**config.mk**
```make
export PLATFORM = sky130hd
export DESIGN_NAME = ahb_addr_decoder
export DESIGN_NICKNAME = d
export VERILOG_FILES = /design/src/rtl/ahb_dec_pkg.sv /design/src/rtl/ahb_dec_region_match.sv /design/src/rtl/ahb_addr_decoder.sv
export SDC_FILE = /design/constraint.sdc
export NUM_CORES = 1
export LEC_CHECK = 0
export ABC_AREA = 1
export CAP_MARGIN = 20
export CORE_AREA = 5 5 88 90
export CTS_BUF_LIST = sky130_fd_sc_hd__clkbuf_16
export CTS_CLUSTER_DIAMETER = 150
export DETAILED_ROUTE_END_ITERATION = 8
export DIE_AREA = 0 0 93 95
export DONT_BUFFER_PORTS = 1
export HOLD_SLACK_MARGIN = 0.1
export MAX_ROUTING_LAYER = met4
export PLACE_DENSITY_LB_ADDON = 0.08
export RECOVER_POWER = 50
export SLEW_MARGIN = 20
export SYNTH_ARGS = -nofsm -noshare
export SYNTH_HDL_FRONTEND = slang
export SYNTH_SLANG_ARGS = --single-unit
```
**constraint.sdc**
```tcl
create_clock -name HCLK -period 3 [get_ports HCLK]
set_clock_uncertainty 0.1 [all_clocks]
set_input_delay 0.45 -clock HCLK [delete_from_list [all_inputs] [get_ports HCLK]]
set_output_delay 0.45 -clock HCLK [all_outputs]
set_load 0.03 [all_outputs]
```
**src/rtl/ahb_dec_pkg.sv**
```systemverilog
// ahb_dec_pkg: shared encodings and sizing for the AHB address decoder.
package ahb_dec_pkg;

    typedef enum logic [1:0] {
        HTRANS_IDLE   = 2'b00,
        HTRANS_BUSY   = 2'b01,
        HTRANS_NONSEQ = 2'b10,
        HTRANS_SEQ    = 2'b11
    } htrans_e;

    typedef enum logic [1:0] {
        HRESP_OKAY  = 2'b00,
        HRESP_ERROR = 2'b01
    } hresp_e;

    localparam int NUM_SLV = 4;
    localparam int DEF_IDX = 4;

    // One-hot data-phase select pointing at the default slave.
    localparam logic [NUM_SLV:0] DSEL_DEF = 5'b1_0000;

    // True when a data-phase select vector holds exactly one set bit.
    function automatic logic dsel_onehot(input logic [NUM_SLV:0] sel);
        return $onehot(sel);
    endfunction

endpackage

```
**src/rtl/ahb_dec_region_match.sv**
```systemverilog
// ahb_dec_region_match: masked compare of an address against one region base.
module ahb_dec_region_match (
    input  logic [31:0] addr,
    input  logic [31:0] base,
    input  logic [31:0] mask,
    output logic        match
);

    assign match = ((addr & mask) == base);

endmodule

```
**src/rtl/ahb_addr_decoder.sv**
```systemverilog
// ahb_addr_decoder: AHB address-phase slave select plus data-phase response mux
// for four regions and an external default slave.
// Optional feature: define AHB_DEC_ERRCNT_EN to build the saturating counter of
// accepted default-slave transfers on ERRCNT; otherwise ERRCNT is tied to zero.
module ahb_addr_decoder
    import ahb_dec_pkg::*;
#(
    parameter logic [31:0] BASE0 = 32'h0000_0000,
    parameter logic [31:0] BASE1 = 32'h2000_0000,
    parameter logic [31:0] BASE2 = 32'h4000_0000,
    parameter logic [31:0] BASE3 = 32'h6000_0000,
    parameter logic [31:0] MASK0 = 32'hE000_0000,
    parameter logic [31:0] MASK1 = 32'hE000_0000,
    parameter logic [31:0] MASK2 = 32'hE000_0000,
    parameter logic [31:0] MASK3 = 32'hE000_0000
) (
    input  logic         HCLK,
    input  logic         HRESET,
    input  logic         HSELM,
    input  logic [31:0]  HADDR,
    input  logic [1:0]   HTRANS,
    output logic [3:0]   HSEL_S,
    output logic         HSEL_DEF,
    input  logic [3:0]   HREADYOUT_S,
    input  logic [7:0]   HRESP_S,
    input  logic [127:0] HRDATA_S,
    input  logic         HREADYOUT_DEF,
    input  logic [1:0]   HRESP_DEF,
    output logic         HREADY,
    output logic [1:0]   HRESP,
    output logic [31:0]  HRDATA,
    input  logic         ERRCNT_CLR,
    output logic [15:0]  ERRCNT
);

    localparam logic [31:0] BASE_A [NUM_SLV] = '{BASE0, BASE1, BASE2, BASE3};
    localparam logic [31:0] MASK_A [NUM_SLV] = '{MASK0, MASK1, MASK2, MASK3};

    logic [NUM_SLV-1:0] match;
    logic [NUM_SLV-1:0] hsel_pri;
    logic               any_match;
    logic [NUM_SLV:0]   dsel_p1;

    for (genvar n = 0; n < NUM_SLV; n++) begin : g_region
        ahb_dec_region_match u_match (
            .addr  (HADDR),
            .base  (BASE_A[n]),
            .mask  (MASK_A[n]),
            .match (match[n])
        );
    end

    // Priority resolve: the lowest-index matching region wins an overlap.
    always_comb begin
        hsel_pri  = '0;
        any_match = 1'b0;
        for (int n = 0; n < NUM_SLV; n++) begin
            if (match[n] && !any_match) begin
                hsel_pri[n] = 1'b1;
                any_match   = 1'b1;
            end
        end
    end

    assign HSEL_S   = HSELM ? hsel_pri : '0;
    assign HSEL_DEF = HSELM & ~any_match;

    // ---- address phase -> data phase ----
    // Data-phase owner advances only when the current transfer completes.
    always_ff @(posedge HCLK) begin
        if (HRESET) begin
            dsel_p1 <= DSEL_DEF;
        end else if (HREADY) begin
            dsel_p1 <= HSELM ? {HSEL_DEF, HSEL_S} : DSEL_DEF;
        end
    end

    // Response mux; anything other than a legal slave one-hot falls back to the default slave.
    always_comb begin
        HREADY = HREADYOUT_DEF;
        HRESP  = HRESP_DEF;
        HRDATA = 32'h0;
        if (dsel_onehot(dsel_p1)) begin
            for (int n = 0; n < NUM_SLV; n++) begin
                if (dsel_p1[n]) begin
                    HREADY = HREADYOUT_S[n];
                    HRESP  = HRESP_S[2*n +: 2];
                    HRDATA = HRDATA_S[32*n +: 32];
                end
            end
        end
    end

`ifdef AHB_DEC_ERRCNT_EN
    logic [15:0] errcnt_r;
    logic        unused_ok;

    assign unused_ok = HTRANS[0];

    // Count accepted NONSEQ/SEQ transfers routed to the default slave; clear wins, saturates.
    always_ff @(posedge HCLK) begin
        if (HRESET || ERRCNT_CLR) begin
            errcnt_r <= 16'h0;
        end else if (HSEL_DEF && HTRANS[1] && HREADY && (errcnt_r != 16'hFFFF)) begin
            errcnt_r <= errcnt_r + 16'd1;
        end
    end

    assign ERRCNT = errcnt_r;
`else
    logic unused_ok;

    assign unused_ok = ^{ERRCNT_CLR, HTRANS};
    assign ERRCNT    = 16'h0;
`endif

endmodule

```
==> results of run 1 <==
==> synthesized netlist by cell type, types with 2 or more instances <==
library cell and instances:
buf_4 17, a21oi_1 70, clkbuf_1 13, fa_1 2, o31ai_1 32, buf_6 4
nor4_1 4, buf_2 11, nor2_2 10, dfxtp_1 5, o21ai_0 15, nand2_1 24
inv_1 11, o21ai_1 21, nand3_1 9, nor2_1 66
==> layout make-up <==
class | count | area [µm²]
Inverter | 13 | 53.80
Sequential cell | 5 | 105.1
Multi-Input combinational cell | 273 | 1687
Timing Repair Buffer | 26 | 269.0
Tap cell | 82 | 102.6
Fill cell | 782 | 4686
Clock inverter | 1 | 3.754
Clock buffer | 3 | 75.07
==> per-stage QoR <==
| stage | utilization, % | TNS (ns) | hold slack [ns] | setup WS [ns] | cell area [µm²] |
|---|---|---|---|---|---|
| after floorplan | - | -0.6857 | 0.4036 | -0.02615 | 2155 |
| after global placement | 29.82 | 0 | 0.4324 | 0.06721 | 2082 |
| after detailed placement | 29.82 | 0 | 0.4350 | 0.06293 | 2082 |
| after CTS | 31.88 | -3.528 | 0.3064 | -0.1344 | 2226 |
| after global routing | 32.89 | -4.370 | 0.3319 | -0.1530 | 2296 |
| final | 32.89 | -1.944 | 0.3134 | -0.08678 | 2296 |
==> routing by layer <==
metal,share of wire (%),vias up
met1,39,1033
met4,0.48,0
li1,-,1085
met2,51,141
met3,10,6
met5,0,-
==> repair_timing <==
action                                  CTS  global route
resized for setup                        10            15
setup buffers                             1             3
hold buffers                              0             0
endpoints found under the setup margin   34            35
gates cloned                              1             0
pin swaps                                 3             9
==> kinds of logic (layout without fill, tap and decap cells) <==
logic type | count (synthesis) | in the layout | synth area share (%)
AO/OA/AOI/OAI | 138 | 138 | 43.23
flip-flops | 5 | 5 | 5.614
adder cells (fa/ha/maj) | 3 | 3 | 2.947
buffers and inverters | 61 | 43 | 20.49
AND/OR/NAND/NOR | 116 | 116 | 27.51
other | 1 | 16 | 0.2103
==> final timing paths <==
| check | depth (start not counted) | slack (ns) | endpoint |
|---|---|---|---|
| setup reg to reg | 13 | 0.20 | dsel_p1[0]$_SDFFE_PP0P_ |
| setup / recovery | 10 | -0.09 | HRDATA[0] |
| hold / removal | 2 | 0.31 | dsel_p1[4]$_SDFFE_PP1P_ |
| hold reg to reg | 2 | 0.43 | dsel_p1[4]$_SDFFE_PP1P_ |
==> worst register-to-register path, cell delays in order, from the launching register on <==
cell      delay, ns
dfxtp_2        0.32
inv_2          0.05
fa_1           0.53
inv_1          0.05
fa_2           0.36
ha_4           0.21
nand3b_1       0.23
buf_6          0.19
nor2_4         0.10
nand2_4        0.07
buf_4          0.13
buf_4          0.15
a21oi_1        0.13
nor2_1         0.07
==> power by group <==
group,switching (mW),internal (mW)
clock network,0.0407,0.172
logic,2.59,1.36
registers,0.0170,0.0933
total,2.64,1.63
==> reports/results.ini, run 1 <==
[worst_setup_path]
crit_path_start=dsel_p1[0]$_SDFFE_PP0P_
criticalPathCategory=reg -> out
critPathArrivalTime_ns=2.54
slowest_stage=fa_1
cp.required_ns=2.45
path_buf_inv=5
path_cells=inv_2 > fa_1 > inv_1 > fa_2 > ha_4 > nand3b_1 > buf_12 > buf_12 > nor2_4 > buf_6
r2r_start=dsel_p1[0]$_SDFFE_PP0P_
crit_path_end_kind=output pin
cpMostUsedCell=buf_12
cp-start-kind=register
crit_path_max_fanout=5
slowest_delay_ns=0.53
critical-path-top-delay-family=adder cells

[yosys]
synth_warnings=0
syn_inst=324
synth_area_um2=1783
async_flop_share_pct=0
syn-mean-instance-area_um2=5.503
yosysTopAreaCell=a21oi_1
synth_flop_cell=dfxtp_1
yosysUniqueCellTypes=26
synth_edf_count=0
synthTopCellsByArea=a21oi_1, nor2_1, o31ai_1, buf_4, o21ai_1
synth-seq-cells=5
netlist.area_leader.share_pct=19.65
synth-seq-area-share_pct=5.614

[sta]
fin_crit_ns=3.087
finalCritPeriodShare_pct=102.9
max_slew_margin_pct=52.83
rsz0062_at_grt=true
setup_viol=33
worst_slew_pin_slew_ns=0.7076
maxSlewViolCount=0
hold_viol=0
fmax_ghz=0.3240
setup_ws_ns=-0.08678

[clocking]
cts_buffers=3
clock-root-buffer=clkbuf_16
cts_max_path_buffers=2
cts_tree=yes
cts_sinks=5
path_clk_slew_ns=0.03
clk_latency_ns=0.22
cts_htree_levels=1

[route]
wl_um=7452
ant_nets=0
vias=2265
firstDrtPassIters=6
drc=0
via_per_inst=5.620
drt_iter0_drc=81
avgRoutedWirePerCell_um=18.49

[floorplan]
dieArea_um2=8835
coreArea_um2=6982
ioPinCount=237
row_count=31
start_util_pct=25.54
die_y_um=95
fp.dieW_um=93

[global_route]
use_met3_pct=3.347
grt.met2_usage_pct=28.61
gr-max-usage-layer=met2
grtUsageMet1_pct=19.15
grt_max_degree=72
grt_pass1_vias=2257
grt_overflow=0
grtUsageTotal_pct=16.00
grt_pass1_wl_um=11280
antenna_found_initial=0

[layout]
layout_commonest_cell=a21oi_1
n_antenna_cell=0
final_cells=403
syn_to_final_growth_pct=28.77
largest_registers=dsel_p1 x5
layout.nets=506
regMostFlops=dsel_p1
final_cell_mix=a21oi_1, nor2_4, nor2_1, o31ai_1, o21ai_1
largest_register_ffs=5
drive_above_1_share_pct=26.48

[status]
status=finished with violations
violations=negative setup slack

[min_path]
hold_class=in -> reg
hold_start=HRESET

[flow_run]
cap_violations=0

[pwr]
leakage_nw=0.8195
power.total_mw=4.274
p_per_area_nw_per_um2=1862
vdd_ir_drop_max_mv=0.6668

[placement]
dpl.cell_count=394
post-dp-hpwl_um=5552
portBuffers=0
gp_congestion=0.7455

(Power assumes the default switching activity.)
==> run 2, diff against run 1 <==
--- a/config.mk
+++ b/config.mk
@@ -15,8 +15,9 @@
 export DONT_BUFFER_PORTS = 1
 export HOLD_SLACK_MARGIN = 0.1
 export MAX_ROUTING_LAYER = met4
-export PLACE_DENSITY_LB_ADDON = 0.08
+export PLACE_DENSITY = 0.4
 export RECOVER_POWER = 50
+export SETUP_SLACK_MARGIN = 0.5
 export SLEW_MARGIN = 20
 export SYNTH_ARGS = -nofsm -noshare
 export SYNTH_HDL_FRONTEND = slang
==> reports/results.ini, run 2 (synthesis gave the netlist of run 1 again) <==
[layout]
fillers=803  ; +2.7%
layout.nets=507  ; +0.20%
drive_above_1_share_pct=29.50  ; +3.0 points
syn_to_final_growth_pct=31.44
final_util_pct=33.57  ; +0.68 points
final_cell_mix=a21oi_1, nor2_4, o31ai_1, nor2_1, o21ai_1
largest_registers=dsel_p1 x5
n_antenna_cell=0  ; unchanged
largest_register_ffs=5  ; unchanged
regMostFlops=dsel_p1
layout_commonest_cell=a21oi_1

[clocking]
cts_max_path_buffers=2  ; unchanged
path_clk_slew_ns=0.03  ; about the same
cts_buffers=3  ; unchanged
clock-root-buffer=clkbuf_16
cts_tree=yes
ctsHoldBuffers=0  ; unchanged
cts_htree_levels=1  ; unchanged
cts_sinks=5  ; unchanged
clk_latency_ns=0.23  ; about the same

[floorplan]
row_count=31  ; unchanged
fp.dieW_um=93  ; unchanged
ioPinCount=237  ; unchanged
dieArea_um2=8835  ; unchanged
start_util_pct=25.54  ; unchanged
die_y_um=95  ; unchanged
coreArea_um2=6982  ; unchanged

[sta]
fmax_ghz=0.3214  ; -0.78%
whs_ns=0.3031  ; -0.01026 ns
tns_ns=-2.114  ; -0.1700 ns
worst_slew_pin_slew_ns=0.6880  ; -0.01957 ns
setup_ws_ns=-0.1111  ; -0.02428 ns
setup_viol=25  ; -24%
finalCritPeriodShare_pct=103.7  ; +0.81 points
max_slew_margin_pct=54.13  ; +1.3 points
fin_crit_ns=3.111  ; +0.02428 ns
rsz0062_at_grt=true
hold_viol=0  ; unchanged
maxSlewViolCount=0  ; unchanged

[route]
wl_um=7473  ; +0.28%
firstDrtPassIters=4  ; -2
drc=0  ; unchanged
drt_iter0_drc=71  ; -12%
avgRoutedWirePerCell_um=18.50  ; about the same
via_per_inst=5.557  ; -1.1%
vias=2245  ; -0.88%
ant_nets=0  ; unchanged

[worst_setup_path]
crit_path_end_kind=output pin
worst-r2r-cell-count=14  ; +1
r2r_slack_ns=0.21  ; about the same
crit_path_max_fanout=7  ; +2
path_cells=inv_2 > fa_1 > inv_2 > fa_2 > ha_4 > nand3b_1 > buf_6 > buf_8 > buf_12 > nor2_4
cp.required_ns=2.45  ; about the same
criticalPathCategory=reg -> out
crit_path_start=dsel_p1[0]$_SDFFE_PP0P_
r2r_start=dsel_p1[0]$_SDFFE_PP0P_
critPathArrivalTime_ns=2.56  ; +0.02 ns
slowest_delay_ns=0.55  ; +0.02 ns
cpMostUsedCell=inv_2
slowest_stage=fa_1
cp-start-kind=register
reg2reg_to=dsel_p1[0]$_SDFFE_PP0P_

[pwr]
leakage_nw=0.8369  ; +2.1%
vdd_ir_drop_max_mv=0.7070  ; +6.0%
p_per_area_nw_per_um2=1886  ; +1.3%
power.total_mw=4.420  ; +3.4%
switchingPower_mw=2.720  ; +2.9%
pwr-share-clk_pct=4.9  ; about the same
seq_power_share_pct=2.5  ; about the same
p_int_mw=1.700  ; +4.3%
pwr-share-comb_pct=92.6  ; +0.2 points
p_sw_share_pct=61.53  ; -0.32 points

[global_route]
antenna_found_initial=0  ; unchanged
grt_max_degree=72  ; unchanged
grtUsageTotal_pct=15.57  ; -0.42 points
grt_pass1_wl_um=10940  ; -3.1%
grt_pass1_vias=2235  ; -0.97%
grt_overflow=0  ; unchanged

[placement]
place_ws_ns=0.09967  ; +0.03674 ns
post-dp-hpwl_um=5352  ; -3.6%
portBuffers=0  ; unchanged
gp_congestion=0.6781  ; -9.0%

[min_path]
hold_class=in -> reg
hold_depth=2  ; unchanged
min_to=dsel_p1[4]$_SDFFE_PP1P_
hold_start=HRESET

[status]
status=finished with violations
violations=negative setup slack

[flow_run]
cap_violations=0  ; unchanged

run 2: cell count changes in the layout (fill, tap and decap cells not counted), sizes merged:
cell / change
clkbuf: +1
run 2: final cells by class:
class	instances	area (µm²)	area share (%)
inverters	13	53.80	2.296
flip-flops and latches	5	105.1	4.485
multi-input cells	273	1719	73.36
repair buffers	27	284.0	12.12
well taps	82	102.6	4.378
clock buffers	3	75.07	3.203
clock inverters	1	3.754	0.1602
run 2: worst max-delay path by stage:
stage / to / slack [ns] / cells after the start
after global routing: HRDATA[18] / -0.22 / 10
after global placement: HREADY / 0.12 / 9
after CTS: HRDATA[11] / -0.09 / 9
after detailed placement: HREADY / 0.1 / 9
final: HRDATA[11] / -0.11 / 10
after floorplan: HRDATA[10] / -0.03 / 12
run 2: timing repair:
action	CTS	global route
pin swaps	3	11
cloned	1	2
endpoints found under the setup margin	40	40
resized for setup	6	35
buffers inserted	0	2
run 2: layer usage:
metal	share of wire (%)	track usage, %	vias to the layer above
met5	0	-	-
met4	0.25	2.320	0
met3	9.2	4.064	3
met2	51	27.59	122
met1	39	18.08	1039
li1	-	-	1081
run 2: per-stage QoR:
step | cell area [µm²] | instances
2_1_floorplan | 2160 | 339
5_1_grt | 2344 | 404
3_3_place_gp | 2069 | 395
4_1_cts | 2167 | 400
6_report | 2344 | 404
3_5_place_dp | 2069 | 395
run 2: worst max-delay path, delay by kind of cell (launching register included):
| kind | cells | cell delay (ns) |
|---|---|---|
| adders and majority gates | 3 | 1.12 |
| buffers and inverters | 5 | 0.54 |
| and+or+nand+nor | 2 | 0.37 |
| DFF | 1 | 0.32 |
run 2: power by group through the flow:
stage,registers (mW),logic (mW),clock network (mW)
after floorplan,0.101,3.04,0
after global placement,0.109,3.45,0
after detailed placement,0.109,3.46,0
after CTS,0.110,3.54,0.219
after global routing,0.113,4.42,0.225
final,0.111,4.09,0.217
